===== config.mk =====
export PLATFORM = sky130hd
export DESIGN_NAME = led_counter_bank
export DESIGN_NICKNAME = d
export VERILOG_FILES = /design/src/rtl/led_counter_bank.sv
export SDC_FILE = /design/constraint.sdc
export NUM_CORES = 1
export LEC_CHECK = 0
export CELL_PAD_IN_SITES_DETAIL_PLACEMENT = 2
export CELL_PAD_IN_SITES_GLOBAL_PLACEMENT = 2
export CORE_ASPECT_RATIO = 1.2
export CORE_UTILIZATION = 36
export CTS_BUF_LIST = sky130_fd_sc_hd__clkbuf_4
export CTS_CLUSTER_DIAMETER = 200
export DETAILED_ROUTE_END_ITERATION = 10
export PLACE_DENSITY = 0.95
export SYNTH_ARGS = -nofsm -noshare
export SYNTH_HDL_FRONTEND = slang
export SYNTH_SLANG_ARGS = --single-unit

===== constraint.sdc =====
create_clock -name clk -period 3.8 [get_ports clk]
set_clock_uncertainty 0.05 [all_clocks]
set_input_delay 1.14 -clock clk [delete_from_list [all_inputs] [get_ports clk]]
set_output_delay 1.14 -clock clk [all_outputs]
set_load 0.005 [all_outputs]

===== src/rtl/led_counter_bank.sv =====
// Multi-channel up/down counter bank with a prescaler tick, a wrap/saturate mode,
// a synchronous load, and a registered LED decode of one selected channel.
module led_counter_bank #(
  parameter int DIV      = 12000000,
  parameter int CH       = 4,
  parameter int WIDTH    = 8,
  parameter int LEDS     = 16,
  parameter int LED_MODE = 0
) (
  input  logic                                clk,
  input  logic                                reset,
  input  logic                                enable,
  input  logic [CH-1:0]                       direction,
  input  logic                                saturate,
  input  logic                                load,
  input  logic [WIDTH-1:0]                    load_val,
  input  logic [((CH > 1) ? $clog2(CH) : 1)-1:0] sel,
  output logic                                tick,
  output logic [CH*WIDTH-1:0]                 count,
  output logic [CH-1:0]                       wrap,
  output logic [LEDS-1:0]                     led
);

  localparam int PW = $clog2(DIV);
  localparam logic [PW-1:0]    PRE_LAST = PW'(DIV - 1);
  localparam logic [WIDTH-1:0] CNT_MAX  = {WIDTH{1'b1}};

  logic [PW-1:0]    pre_q, pre_d;
  logic             tick_q, tick_d;
  logic [WIDTH-1:0] cnt_q [CH];
  logic [WIDTH-1:0] cnt_d [CH];
  logic [CH-1:0]    dir_q, dir_d;
  logic [CH-1:0]    wrap_q, wrap_d;
  logic [LEDS-1:0]  led_q, led_d;

  // Thermometer mode has LEDS+1 distinct patterns (all off .. all on).
  function automatic logic [LEDS-1:0] decode(input logic [WIDTH-1:0] c);
    logic [LEDS-1:0] d;
    int v;
    v = int'(c) % ((LED_MODE != 0) ? (LEDS + 1) : LEDS);
    for (int i = 0; i < LEDS; i++) begin
      d[i] = (LED_MODE != 0) ? (i < v) : (i == v);
    end
    return d;
  endfunction

  always_comb begin
    int sel_idx;
    pre_d   = pre_q;
    tick_d  = 1'b0;
    cnt_d   = cnt_q;
    dir_d   = dir_q;
    wrap_d  = '0;
    sel_idx = (int'(sel) < CH) ? int'(sel) : 0;
    led_d   = decode(cnt_q[sel_idx]);

    if (load) begin
      pre_d = '0;
      for (int n = 0; n < CH; n++) cnt_d[n] = load_val;
    end else begin
      if (enable) begin
        if (pre_q == PRE_LAST) begin
          pre_d  = '0;
          tick_d = 1'b1;
        end else begin
          pre_d = pre_q + 1'b1;
        end
      end
      // Step with the direction captured at the previous step, then capture anew.
      if (tick_q) begin
        dir_d = direction;
        for (int n = 0; n < CH; n++) begin
          if (dir_q[n]) begin
            if (cnt_q[n] == CNT_MAX) begin
              wrap_d[n] = 1'b1;
              cnt_d[n]  = saturate ? CNT_MAX : '0;
            end else begin
              cnt_d[n]  = cnt_q[n] + 1'b1;
            end
          end else begin
            if (cnt_q[n] == '0) begin
              wrap_d[n] = 1'b1;
              cnt_d[n]  = saturate ? '0 : CNT_MAX;
            end else begin
              cnt_d[n]  = cnt_q[n] - 1'b1;
            end
          end
        end
      end
    end
  end

  always_ff @(posedge clk) begin
    if (!reset) begin
      pre_q  <= '0;
      tick_q <= 1'b0;
      for (int n = 0; n < CH; n++) cnt_q[n] <= '0;
      dir_q  <= '0;
      wrap_q <= '0;
      led_q  <= decode('0);
    end else begin
      pre_q  <= pre_d;
      tick_q <= tick_d;
      cnt_q  <= cnt_d;
      dir_q  <= dir_d;
      wrap_q <= wrap_d;
      led_q  <= led_d;
    end
  end

  for (genvar g = 0; g < CH; g++) begin : g_pack
    assign count[g*WIDTH +: WIDTH] = cnt_q[g];
  end

  assign tick = tick_q;
  assign wrap = wrap_q;
  assign led  = led_q;

endmodule


# [Word-level counts from Yosys, hierarchy flattened]
# Index checks and enable logic that the tools add are counted.
[totals] ff_bits=81 latchBits=0 ramBits=0 romBits=0 in_bits=19 word_cells=87 n_memories=0
[classes] add_sub_neg=9 mul=0 div=0 order_cmp=1 eq_ne=20 n_shift=0 n_mux=33 bitwise_logic=5 n_reduce_logical=10
[op_table] operator="8-bit two-way mux" count=14
[op_table] operator="32-bit two-way mux" count=2
[op_table] operator="8-bit by 1-bit adder with 8-bit output, second input constant" count=4
[op_table] operator="4-bit equality test, first input constant" count=8
[op_table] operator="8-bit equality test, second input constant" count=4
[op_table] operator="32-bit by 3-bit >= comparator with 1-bit output, second input constant" count=1
[op_table] operator="32-bit logical NOT" count=1
[op_table] operator="8-bit logical NOT" count=4
[op_table] operator="2-bit inverter with 32-bit output" count=1
[op_table] operator="8-bit by 1-bit subtractor with 8-bit output, second input constant" count=4
[op_table] operator="24-bit by 1-bit adder with 24-bit output, second input constant" count=1
[op_table] operator="24-bit equality test, second input constant" count=1
[op_table] operator="24-bit two-way mux" count=1
[op_table] operator="8-bit binary-select mux with 2-bit select" count=1
[op_table] operator="3-bit by 4-bit equality test with 1-bit output, first input constant" count=4
[op_table] operator="1-bit two-way mux" count=13
[op_table] operator="2-bit by 4-bit equality test with 1-bit output, first input constant" count=2
[op_table] operator="4-bit two-way mux" count=2
[op_table] operator="3-bit OR reduction" count=2
[op_table] operator="1-bit by 4-bit equality test with 1-bit output, first input constant" count=1
[op_table] operator="1-bit inverter" count=4
[op_table] operator="2-bit AND reduction" count=1
[op_table] operator="2-bit nonzero test" count=1
[op_table] operator="2-bit OR reduction" count=1

# [Logic depth before layout (Yosys ltp)]
[depth] ltp_word=5 ltp_mapped=9 mapped_depth_nobuf=7

# [Worst setup path before layout]
# No wires, ideal clock.
[synth_timing] path_kind="input to register" from="input saturate" to="register cnt_q (netlist bit count[13])" t_arrival_ns=2.416 t_required_ns=3.630 path_slack_ns=1.214 path_stages=6 path_buffers=1 cell_sequence="clkbuf_1 > nor2_1 > and4bb_2 > a311oi_1 > nor2_1 > a211o_1"
[synth_between] elab_chain_len=5 elab_cells_between_ends=7 classes_between="mux: 7"
[synth_lines] item="start, declared" line="14" text="input logic saturate,"
[synth_lines] item="8-bit two-way mux (on tied branches)" line="83, 76"
[synth_lines] item="8-bit two-way mux (on tied branches)" line="81, 74"
[synth_lines] item="8-bit two-way mux (*)" line="73" text="if (dir_q[n]) begin"
[synth_lines] item="32-bit two-way mux (*)" line="70" text="if (tick_q) begin"
[synth_lines] item="32-bit two-way mux (*)" line="57" text="if (load) begin"
[synth_lines] item="end signal, assigned" line="104" text="cnt_q <= cnt_d;"
[synth_lines] item="end, declared" line="30" text="logic [WIDTH-1:0] cnt_q [CH];"
# Every way passes the cells marked *; elsewhere a longest branch is shown, timed or not. The select of a mux whose other input is x is not followed.
# A chain may end at the register's enable or synchronous reset.

# [Final worst setup path]
[layout_timing] from="input load" to="register cnt_q (netlist bit count[15])"
[layout_between] elab_chain_len=1 elab_cells_between_ends=2 classes_between="mux: 1; reduce/logical: 1"
[layout_lines] item="start, declared" line="15" text="input logic load,"
[layout_lines] item="32-bit two-way mux / 2-bit nonzero test (equally long branches)"
# Parallel ways exist; a longest one is shown, timed or not.

==> results.py <==
metrics = {
    "grt": {
        "grt_pass1_vias": 6010,
        "grt_pass1_wl_mm": 33.7,
        "track_usage_pct": 30.6,
        "antenna_found_initial": 0,
        "overflow": 0,
        "grt_start_max_net_pins": 24,
    },
    "cts": {
        "cts.htree.levels": 3,
        "cts-resized-gates": 0,
        "worstSkewPairLatency_ns": 0.48,
        "cts_inserted_buffers": 9,
        "hold_buffers": 0,
        "cts_tree": "yes",
        "post_cts_buffers": 0,
        "clkSlewWorstSetupHoldPaths_ns": 0.14,
        "cts.sinks": 81,
        "clk_root_buffer_cell": "clkbuf_4",
        "cts_buffer_depth": 2,
    },
    "die": {
        "die_area_mm2": 0.0145,
        "die_x_um": 110,
        "num_rows": 47,
        "die_y_um": 132,
        "initial_core_util_pct": 36.8,
        "fp.coreArea_mm2": 0.0137,
        "io_pins": 72,
    },
    "detailed_routing": {
        "dr.pass1.iters": 5,
        "route.detailed.drc": 0,
        "drt-wirelength-per-cell_um": 24.7,
        "routed_via_density": 6.30,
        "vias": 5446,
        "routed_wl_mm": 21.3,
        "drt_iter0_drc": 447,
        "drtAntennaViolNets": 0,
    },
    "worst_hold_path": {
        "min-delay-start": "pre_q[1]",
        "hold_path_class": "register to register",
    },
    "yosys": {
        "yosysTopAreaCell": "dfxtp_1",
        "synthArstFlopShare_pct": 0,
        "ys_seq_area_share_pct": 32.2,
        "synth_area_leaders": "dfxtp_1 32%, nor2_1 6.0%, xor2_1 5.2%, nand2_1 4.0%, nand3_1 3.8%",
        "synth_edf_count": 0,
        "ys_top_cells_by_count": "81 x dfxtp_1, 80 x nor2_1, 54 x nand2_1",
        "yosysWarnings": 0,
        "synth_cell_type_count": 70,
        "synth_top_area_share_pct": 32.2,
        "synthFlopType": "dfxtp_1",
        "synth_cells": 645,
        "synth_nets": 677,
        "synth-seq-cells": 81,
        "yosysMostFrequentCell": "dfxtp_1",
        "synth.avg_cell_area_um2": 7.81,
        "synthesis.area_mm2": 0.00504,
    },
    "setup_path": {
        "r2r_setup_slack_ns": 1.04,
        "crit_fanout": 13,
        "cp-startpoint": "load",
        "cp.arrival_ns": 3.40,
        "critical_path_class": "primary input to register",
        "required_ns": 4.15,
        "cp-start-kind": "primary input",
        "r2r-start": "count[8]",
        "worst_setup_path_end_kind": "register",
    },
    "timing": {
        "setup_tns_ns": 0,
        "fmax_mhz": 328,
        "setup_viol": 0,
        "worstMarginPinSlew_ns": 1.24,
        "min_period_over_period_pct": 80.2,
        "min_period_ns": 3.05,
        "rsz0062_at_grt": "false",
        "whs_ns": 0.482,
        "final-hold-violation-count": 0,
        "report.final.slew_viol_count": 0,
        "relSlewSlack_pct": 16.3,
    },
    "place": {
        "placed_area_mm2": 0.00584,
        "hpwl_mm": 14.9,
        "place.gp.congestion": 0.826,
        "io_buffers": 71,
        "dp.cells": 848,
    },
    "pwr": {
        "ir_worst_vdd_mv": 0.168,
        "p_leak_nw": 2.12,
        "p_per_area_mw_per_mm2": 336,
    },
    "layout": {
        "syn2layout_area_growth_pct": 19.5,
        "num_antenna_cells": 0,
        "final_cell_area_mm2": 0.00602,
        "layout-drive-gt1-share_pct": 6.49,
        "fin_nets": 720,
        "finalNonFillerCells": 864,
    },
    "job": {
        "maxCapViolCount": 0,
    },
    "run_status": {
        "status": "completed",
    },
}
final cells by class:
type	count	area [um2]
timing repair buffer	83	801
multi-input combinational	490	3120
fill	1526	7680
clock inverter	7	109
inverter	23	86.3
clock buffer	9	67.6
sequential	81	1620
tap	171	214
worst max-delay path, stage by stage:
cell and delay [ns]:
clkdlybuf4s50_1 0.60, nor2_1 0.84, a21boi_0 0.37, a21o_1 0.29
a31oi_1 0.16
cell usage in the layout, fill, tap and decap left out, types with 12 or more instances in the layout:
master,instances
dfxtp_1,81
nor2_1,80
clkdlybuf4s50_1,71
nand2_1,54
nand3_1,38
o21ai_0,33
xor2_1,30
a21oi_1,27
inv_1,21
a31oi_1,20
nor3_1,17
xnor2_1,15
nand4_1,14
ha_1,13
o221ai_1,12
buf_4,12
worst paths after layout:
kind              depth (start not counted)   endpoint
setup / recovery                          5  count[15]
hold / removal                            2   pre_q[1]
setup reg to reg                          6  count[11]
hold reg to reg                           2   pre_q[1]
layer usage:
| metal | GRT usage [%] | vias up | wire (um) |
|---|---|---|---|
| met4 | 17.6 | 0 | 1050 |
| met2 | 52.6 | 227 | 10900 |
| met5 | 0 | - | 0 |
| met1 | 34.9 | 2704 | 8320 |
| li1 | - | 2433 | - |
| met3 | 5.11 | 82 | 1030 |
metrics by stage:
stage | total power, mW | utilization (%) | worst slack (ns)
finish | 2.03 | 43.9 | 0.752
global route | 2.10 | 43.9 | 0.662
CTS | 2.03 | 43.9 | 0.769
detailed placement | 1.37 | 42.6 | 0.369
global placement | 1.34 | 42.6 | 0.522
floorplan | 1.19 | - | 1.21
registers in the layout, indices dropped and copies added (netlist names):
signal and count:
count 32, led 16, tick 1, pre_q 24, dir_q 4, wrap 4
cell families (layout without fill, tap and decap cells):
| kind of cell | Yosys count | after routing | share of synthesized area (%) |
|---|---|---|---|
| XOR/XNOR | 45 | 45 | 7.82 |
| buffers and inverters | 74 | 122 | 5.86 |
| flip-flops | 81 | 81 | 32.2 |
| AND/OR/NAND/NOR | 263 | 263 | 25.8 |
| AO/OA/AOI/OAI | 155 | 155 | 21.0 |
| multiplexers | 14 | 14 | 4.12 |
| adder cells (fa/ha/maj) | 13 | 13 | 3.23 |
where the power goes:
group	switching, mW	total [mW]	internal (mW)	leakage [nW]
sequential	0.0771	0.953	0.876	0.660
combinational	0.227	0.415	0.188	1.36
clock	0.330	0.657	0.327	0.0971
total	0.634	2.03	1.39	2.12
Power figures use the tool's default switching activity.
